<file path="src/rtl/fault_pkg.sv">
// Shared definitions for the fault-injection campaign controller and the fault_mux cells.
package fault_pkg;

   // Ceiling log2 with a one-bit floor, so it can size ports for any parameter value.
   function automatic int unsigned clog2_min1(input int unsigned n);
      int unsigned w;
      w = 1;
      while ((64'd1 << w) < 64'(n)) w = w + 1;
      return w;
   endfunction

   localparam int unsigned NG_DEFAULT = 128;
   localparam int unsigned GID_W      = clog2_min1(NG_DEFAULT);

   typedef enum logic [2:0] {
      ST_IDLE    = 3'd0,
      ST_APPLY   = 3'd1,
      ST_SETTLE  = 3'd2,
      ST_COMPARE = 3'd3,
      ST_REPORT  = 3'd4,
      ST_NEXT    = 3'd5,
      ST_DONE    = 3'd6
   } state_e;

endpackage

</file>
<file path="src/rtl/fault_onehot_dec.sv">
// Gate-ID to one-hot fault enable decoder; combinational, registered by the parent.
module fault_onehot_dec #(
   parameter int unsigned NG = 128,
   parameter int unsigned GW = 7
) (
   input  logic          en,
   input  logic [GW-1:0] gid,
   output logic [NG-1:0] onehot_c
);

   always_comb begin
      onehot_c = '0;
      if (en) onehot_c = NG'(1) << gid;
   end

endmodule

</file>
<file path="src/rtl/fault_campaign_ctrl.sv">
// Stuck-at fault campaign sequencer: walks every (gid, value) fault, applies test vectors
// with early drop on the first mismatch, and streams one verdict per fault.
module fault_campaign_ctrl
   import fault_pkg::*;
#(
   parameter int unsigned NG     = 128,
   parameter int unsigned NV     = 16,
   parameter int unsigned DW     = 8,
   parameter int unsigned SETTLE = 2
) (
   input  logic                          clk,
   input  logic                          rst,
   input  logic                          start,
   output logic                          busy,
   output logic                          done,
   output logic [NG-1:0]                 fault_en_bus,
   output logic                          fault_val,
   output logic [clog2_min1(NV)-1:0]     vec_idx,
   input  logic [DW-1:0]                 dut_out,
   input  logic [DW-1:0]                 gold_out,
   output logic                          res_valid,
   input  logic                          res_ready,
   output logic [clog2_min1(NG)-1:0]     res_gid,
   output logic                          res_val,
   output logic                          res_detected,
   output logic [clog2_min1(2*NG+1)-1:0] cnt_detected,
   output logic [clog2_min1(2*NG+1)-1:0] cnt_masked
);

   localparam int unsigned GW = clog2_min1(NG);
   localparam int unsigned VW = clog2_min1(NV);
   localparam int unsigned CW = clog2_min1(2*NG+1);
   localparam int unsigned SW = clog2_min1(SETTLE+1);

   state_e        state_q, state_d;
   logic [GW-1:0] gid_q, gid_d;
   logic          val_q, val_d;
   logic [VW-1:0] vec_q, vec_d;
   logic [SW-1:0] settle_q, settle_d;
   logic          det_q, det_d;
   logic [CW-1:0] cnt_det_q, cnt_det_d;
   logic [CW-1:0] cnt_mask_q, cnt_mask_d;
   logic          busy_q, busy_d;
   logic          done_q, done_d;
   logic          res_valid_q, res_valid_d;
   logic [NG-1:0] fault_en_q, fault_en_d;
   logic          fault_val_q, fault_val_d;
   logic          fault_on_c;

   // Next state, datapath and registered-output values derived from the next state.
   always_comb begin
      state_d    = state_q;
      gid_d      = gid_q;
      val_d      = val_q;
      vec_d      = vec_q;
      settle_d   = settle_q;
      det_d      = det_q;
      cnt_det_d  = cnt_det_q;
      cnt_mask_d = cnt_mask_q;

      unique case (state_q)
         ST_IDLE, ST_DONE: begin
            if (start) begin
               state_d    = ST_APPLY;
               gid_d      = '0;
               val_d      = 1'b0;
               vec_d      = '0;
               det_d      = 1'b0;
               cnt_det_d  = '0;
               cnt_mask_d = '0;
            end
         end
         ST_APPLY: begin
            settle_d = '0;
            state_d  = (SETTLE == 0) ? ST_COMPARE : ST_SETTLE;
         end
         ST_SETTLE: begin
            if (settle_q == SW'(SETTLE - 1)) state_d = ST_COMPARE;
            else                             settle_d = settle_q + SW'(1);
         end
         ST_COMPARE: begin
            if (dut_out != gold_out) begin
               det_d   = 1'b1;
               state_d = ST_REPORT;
            end else if (vec_q == VW'(NV - 1)) begin
               det_d   = 1'b0;
               state_d = ST_REPORT;
            end else begin
               vec_d   = vec_q + VW'(1);
               state_d = ST_APPLY;
            end
         end
         ST_REPORT: begin
            if (res_ready) begin
               if (det_q) cnt_det_d  = cnt_det_q + CW'(1);
               else       cnt_mask_d = cnt_mask_q + CW'(1);
               state_d = ST_NEXT;
            end
         end
         ST_NEXT: begin
            vec_d = '0;
            det_d = 1'b0;
            if ((gid_q == GW'(NG - 1)) && val_q) begin
               state_d = ST_DONE;
            end else begin
               state_d = ST_APPLY;
               if (val_q) begin
                  gid_d = gid_q + GW'(1);
                  val_d = 1'b0;
               end else begin
                  val_d = 1'b1;
               end
            end
         end
         default: state_d = ST_IDLE;
      endcase

      fault_on_c  = (state_d == ST_APPLY) || (state_d == ST_SETTLE) || (state_d == ST_COMPARE);
      fault_val_d = fault_on_c & val_d;
      busy_d      = (state_d != ST_IDLE) && (state_d != ST_DONE);
      done_d      = (state_d == ST_DONE);
      res_valid_d = (state_d == ST_REPORT);
   end

   fault_onehot_dec #(.NG(NG), .GW(GW)) u_dec (
      .en       (fault_on_c),
      .gid      (gid_d),
      .onehot_c (fault_en_d)
   );

   always_ff @(posedge clk or posedge rst) begin
      if (rst) begin
         state_q     <= ST_IDLE;
         gid_q       <= '0;
         val_q       <= 1'b0;
         vec_q       <= '0;
         settle_q    <= '0;
         det_q       <= 1'b0;
         cnt_det_q   <= '0;
         cnt_mask_q  <= '0;
         busy_q      <= 1'b0;
         done_q      <= 1'b0;
         res_valid_q <= 1'b0;
         fault_en_q  <= '0;
         fault_val_q <= 1'b0;
      end else begin
         state_q     <= state_d;
         gid_q       <= gid_d;
         val_q       <= val_d;
         vec_q       <= vec_d;
         settle_q    <= settle_d;
         det_q       <= det_d;
         cnt_det_q   <= cnt_det_d;
         cnt_mask_q  <= cnt_mask_d;
         busy_q      <= busy_d;
         done_q      <= done_d;
         res_valid_q <= res_valid_d;
         fault_en_q  <= fault_en_d;
         fault_val_q <= fault_val_d;
      end
   end

   assign busy         = busy_q;
   assign done         = done_q;
   assign fault_en_bus = fault_en_q;
   assign fault_val    = fault_val_q;
   assign vec_idx      = vec_q;
   assign res_valid    = res_valid_q;
   assign res_gid      = gid_q;
   assign res_val      = val_q;
   assign res_detected = det_q;
   assign cnt_detected = cnt_det_q;
   assign cnt_masked   = cnt_mask_q;

   a_fault_onehot: assert property (@(posedge clk) disable iff (rst) $onehot0(fault_en_bus));

endmodule

</file>
<file path="config.mk">
export PLATFORM = sky130hd
export DESIGN_NAME = fault_campaign_ctrl
export DESIGN_NICKNAME = d
export VERILOG_FILES = /design/src/rtl/fault_pkg.sv /design/src/rtl/fault_onehot_dec.sv /design/src/rtl/fault_campaign_ctrl.sv
export SDC_FILE = /design/constraint.sdc
export NUM_CORES = 1
export LEC_CHECK = 0
export ABC_AREA = 0
export BUFFER_PORTS_ARGS = -buffer_cell sky130_fd_sc_hd__buf_2
export CORE_ASPECT_RATIO = 1.4
export CORE_MARGIN = 4
export CORE_UTILIZATION = 50
export CTS_CLUSTER_SIZE = 10
export DETAILED_ROUTE_END_ITERATION = 16
export GPL_TIMING_DRIVEN = 0
export PLACE_DENSITY = 0.79
export SYNTH_ARGS = -nofsm -noshare
export SYNTH_HDL_FRONTEND = slang
export SYNTH_HIERARCHICAL = 1
export SYNTH_SLANG_ARGS = --single-unit
</file>
<file path="constraint.sdc">
create_clock -name clk -period 6.2 [get_ports clk]
set_clock_uncertainty 0.05 [all_clocks]
set_input_delay 0.31 -clock clk [delete_from_list [all_inputs] [get_ports clk]]
set_output_delay 0.31 -clock clk [all_outputs]
set_load 0.005 [all_outputs]
</file>
==> flow_summary.ini <==
[placement]
dp_hpwl_um = 12200
dpl_cell_area_mm2 = 0.00761
io_buffers = 182
routabilityCongestion = 0.868

[floorplan]
die-area_mm2 = 0.0149
die_h_um = 143
rows = 48
placeableCoreArea_mm2 = 0.0125
start_util_pct = 51.9
io_pins = 183
fp.dieW_um = 104

[clocking]
ctsResizeCount = 0
cts_buffers = 17
htreeDepth = 4
worst_skew_pair.late_latency_ns = 0.41
cts_root_buf = clkbuf_16
cts.repair_timing.setup_buffer_count = 0
cts_tree = built
hold_buffers = 1
cts.sinks = 168
ctsLongestPathBuffers = 2
clk_pin_slew_worst_paths_ns = 0.07

[worst_setup_path]
cp-start-kind = register
critPathArrivalTime_ns = 3.82
critPathMaxFanout = 10
required_ns = 6.48
worst_setup_path_end_kind = register
critical_path_class = register to register

[sta]
timing.fmax_ghz = 0.282
finalCriticalPeriod_ns = 3.54
final_hold_viol_count = 0
fin_setup_tns_ns = 0
finalCritPeriodShare_pct = 57.2
setup_violations = 0
relSlewSlack_pct = 57.3
worstMarginPinSlew_ns = 0.633
drv_slew = 0
rsz0062_at_grt = false

[job]
cap_viol_max_count = 0

[synth]
async_flop_share_pct = 100
syn_area_per_cell_um2 = 11.4
yosys.cell_types.count = 52
synth_seq_cells = 168
synthCells = 567
synthFlopType = dfrtp_1
synth_top_area_cell = dfrtp_1
ys_top_cells_by_area = dfrtp_1 (65%), nor2_1 (8.1%), nand4bb_1 (2.6%)
syn_area_mm2 = 0.00648
synth_top_area_share_pct = 64.9
synthesis.nets = 592
synth.most_common_cell = dfrtp_1
ys_seq_area_share_pct = 64.9
synth-edff-count = 0
ys_warn_count = 6
synth_common_cells = dfrtp_1 (168), nor2_1 (140), nand2_1 (24), buf_2 (19), o21ai_0 (18)

[global_route]
met1_usage_pct = 23.8
grt_pass1_vias = 5403
track_usage_pct = 22.9
grt_use_met2_pct = 42.9
grt_antenna_before_repair = 0
grt_max_degree = 97
grt_pass1_wl_um = 26900
gr-total-overflow = 0
grt-busiest-layer = met2
grtUsageMet3_pct = 8.46

[detailed_routing]
drt_wl_total_um = 16800
wire_per_inst_um = 18.0
drt_iter0_markers = 244
first_pass_iters = 6
postRouteAntennaNets = 0
avgViaCountPerCell = 5.47
drc = 0
num_vias = 5107

[final_layout]
drive_gt1_share_pct = 31.8
multi_input_area_mm2 = 0.00205
finalNetCount = 795
regArea_mm2 = 0.00420
syn2layout_area_growth_pct = 26.7
final_core_util_pct = 65.7
fin_area_mm2 = 0.00821
fillers = 971
diodes = 0

[power_and_ir_drop]
ir_drop_mv = 0.307
p_leak_nw = 4.31
power_mw = 2.71
power_density_mw_per_mm2 = 330

[status]
status = finished, final reports clean

[hold_path]
hp-class = input pin to register
state kept, by name, summed over array words and instances (netlist names):
name          cells
busy              1
settle_q          2
cnt_masked        9
state_q           3
done              1
cnt_detected      9
res_gid           7
res_valid         1
res_val           1
fault_en_bus    128
vec_idx           4
res_detected      1
fault_val         1
critical path, stage by stage (launching register included):
cell,delay [ns]
dfrtp_1,0.42
ha_1,0.24
and3_1,0.18
clkbuf_1,0.14
a31oi_1,0.23
buf_2,0.24
nand2_1,0.10
o41ai_1,0.51
clkbuf_1,0.35
buf_2,0.30
nand4b_2,0.28
buf_2,0.29
nor2_1,0.14
stage by stage:
stage / hold slack [ns] / cells / setup slack (ns)
after floorplan: 0.419 / 567 / 1.29
after global placement: 0.433 / 899 / -0.00562
after detailed placement: 0.404 / 900 / 2.70
after CTS: 0.251 / 933 / 2.61
after global routing: 0.299 / 933 / 2.28
final: 0.278 / 933 / 2.66
power breakdown:
| part | internal, mW | leakage (nW) | switching [mW] |
|---|---|---|---|
| sequential | 1.14 | 2.33 | 0.0345 |
| clock | 0.573 | 0.280 | 0.459 |
| combinational | 0.175 | 1.70 | 0.331 |
| total | 1.89 | 4.31 | 0.824 |
layer usage:
metal  vias up  wire length (um)
met2       177              9250
met5         -                 0
li1       2338                 -
met1      2572              6010
met4         0               206
met3        20              1330
layout make-up:
cell class                 instances  share of cell area, %
sequential                       168                   51.2
multi-input combinational        353                   24.9
timing repair buffer             184                   11.6
clock buffer                      18                   5.23
buffer                            38                   2.39
tap                              150                   2.29
clock inverter                    14                   1.97
inverter                           8                  0.427
cells in the final DEF (no fill, tap or decap), types with 7 or more instances in the layout:
cell type  Yosys  final
clkbuf_1      13     14
xor2_1         9      9
o31ai_1        8      8
buf_2         19    201
dfrtp_1      168    168
clkbuf_16      0     17
nand4bb_1     15     15
inv_1          8      7
nand4_1        8      8
or4_1          8      8
a21oi_1       12     12
nand2_1       24     24
or4b_1         9      9
nand3_1       16     16
o21ai_0       18     18
nor2_1       140    140
nand4b_1       9      9
path summary, 6_finish.rpt:
| kind | from | to | slack, ns | cells past startpoint |
|---|---|---|---|---|
| min in group asynchronous | rst | fault_en_bus[117]$_DFF_PP0_ | 0.49 | 3 |
| setup reg to reg | res_gid[0]$_DFF_PP0_ | fault_en_bus[120]$_DFF_PP0_ | 2.66 | 12 |
| hold / removal | start | done$_DFF_PP0_ | 0.28 | 4 |
| max in group asynchronous | rst | fault_en_bus[9]$_DFF_PP0_ | 4.73 | 4 |
| hold reg to reg | settle_q[1]$_DFFE_PP0P_ | settle_q[1]$_DFFE_PP0P_ | 0.47 | 2 |
| setup / recovery | res_gid[0]$_DFF_PP0_ | fault_en_bus[120]$_DFF_PP0_ | 2.66 | 12 |
kinds of logic (layout without fill, tap and decap cells):
family	Yosys count	in the layout	synth area share (%)
adders and majority gates	5	5	0.966
DFF	168	168	64.9
xor gates and xnor gates	15	15	2.03
AOI/OAI and AO/OA	65	65	6.35
buffers and inverters	46	262	3.50
muxes	4	4	0.657
and+or+nand+nor	264	264	21.6
(Power assumes the default switching activity.)
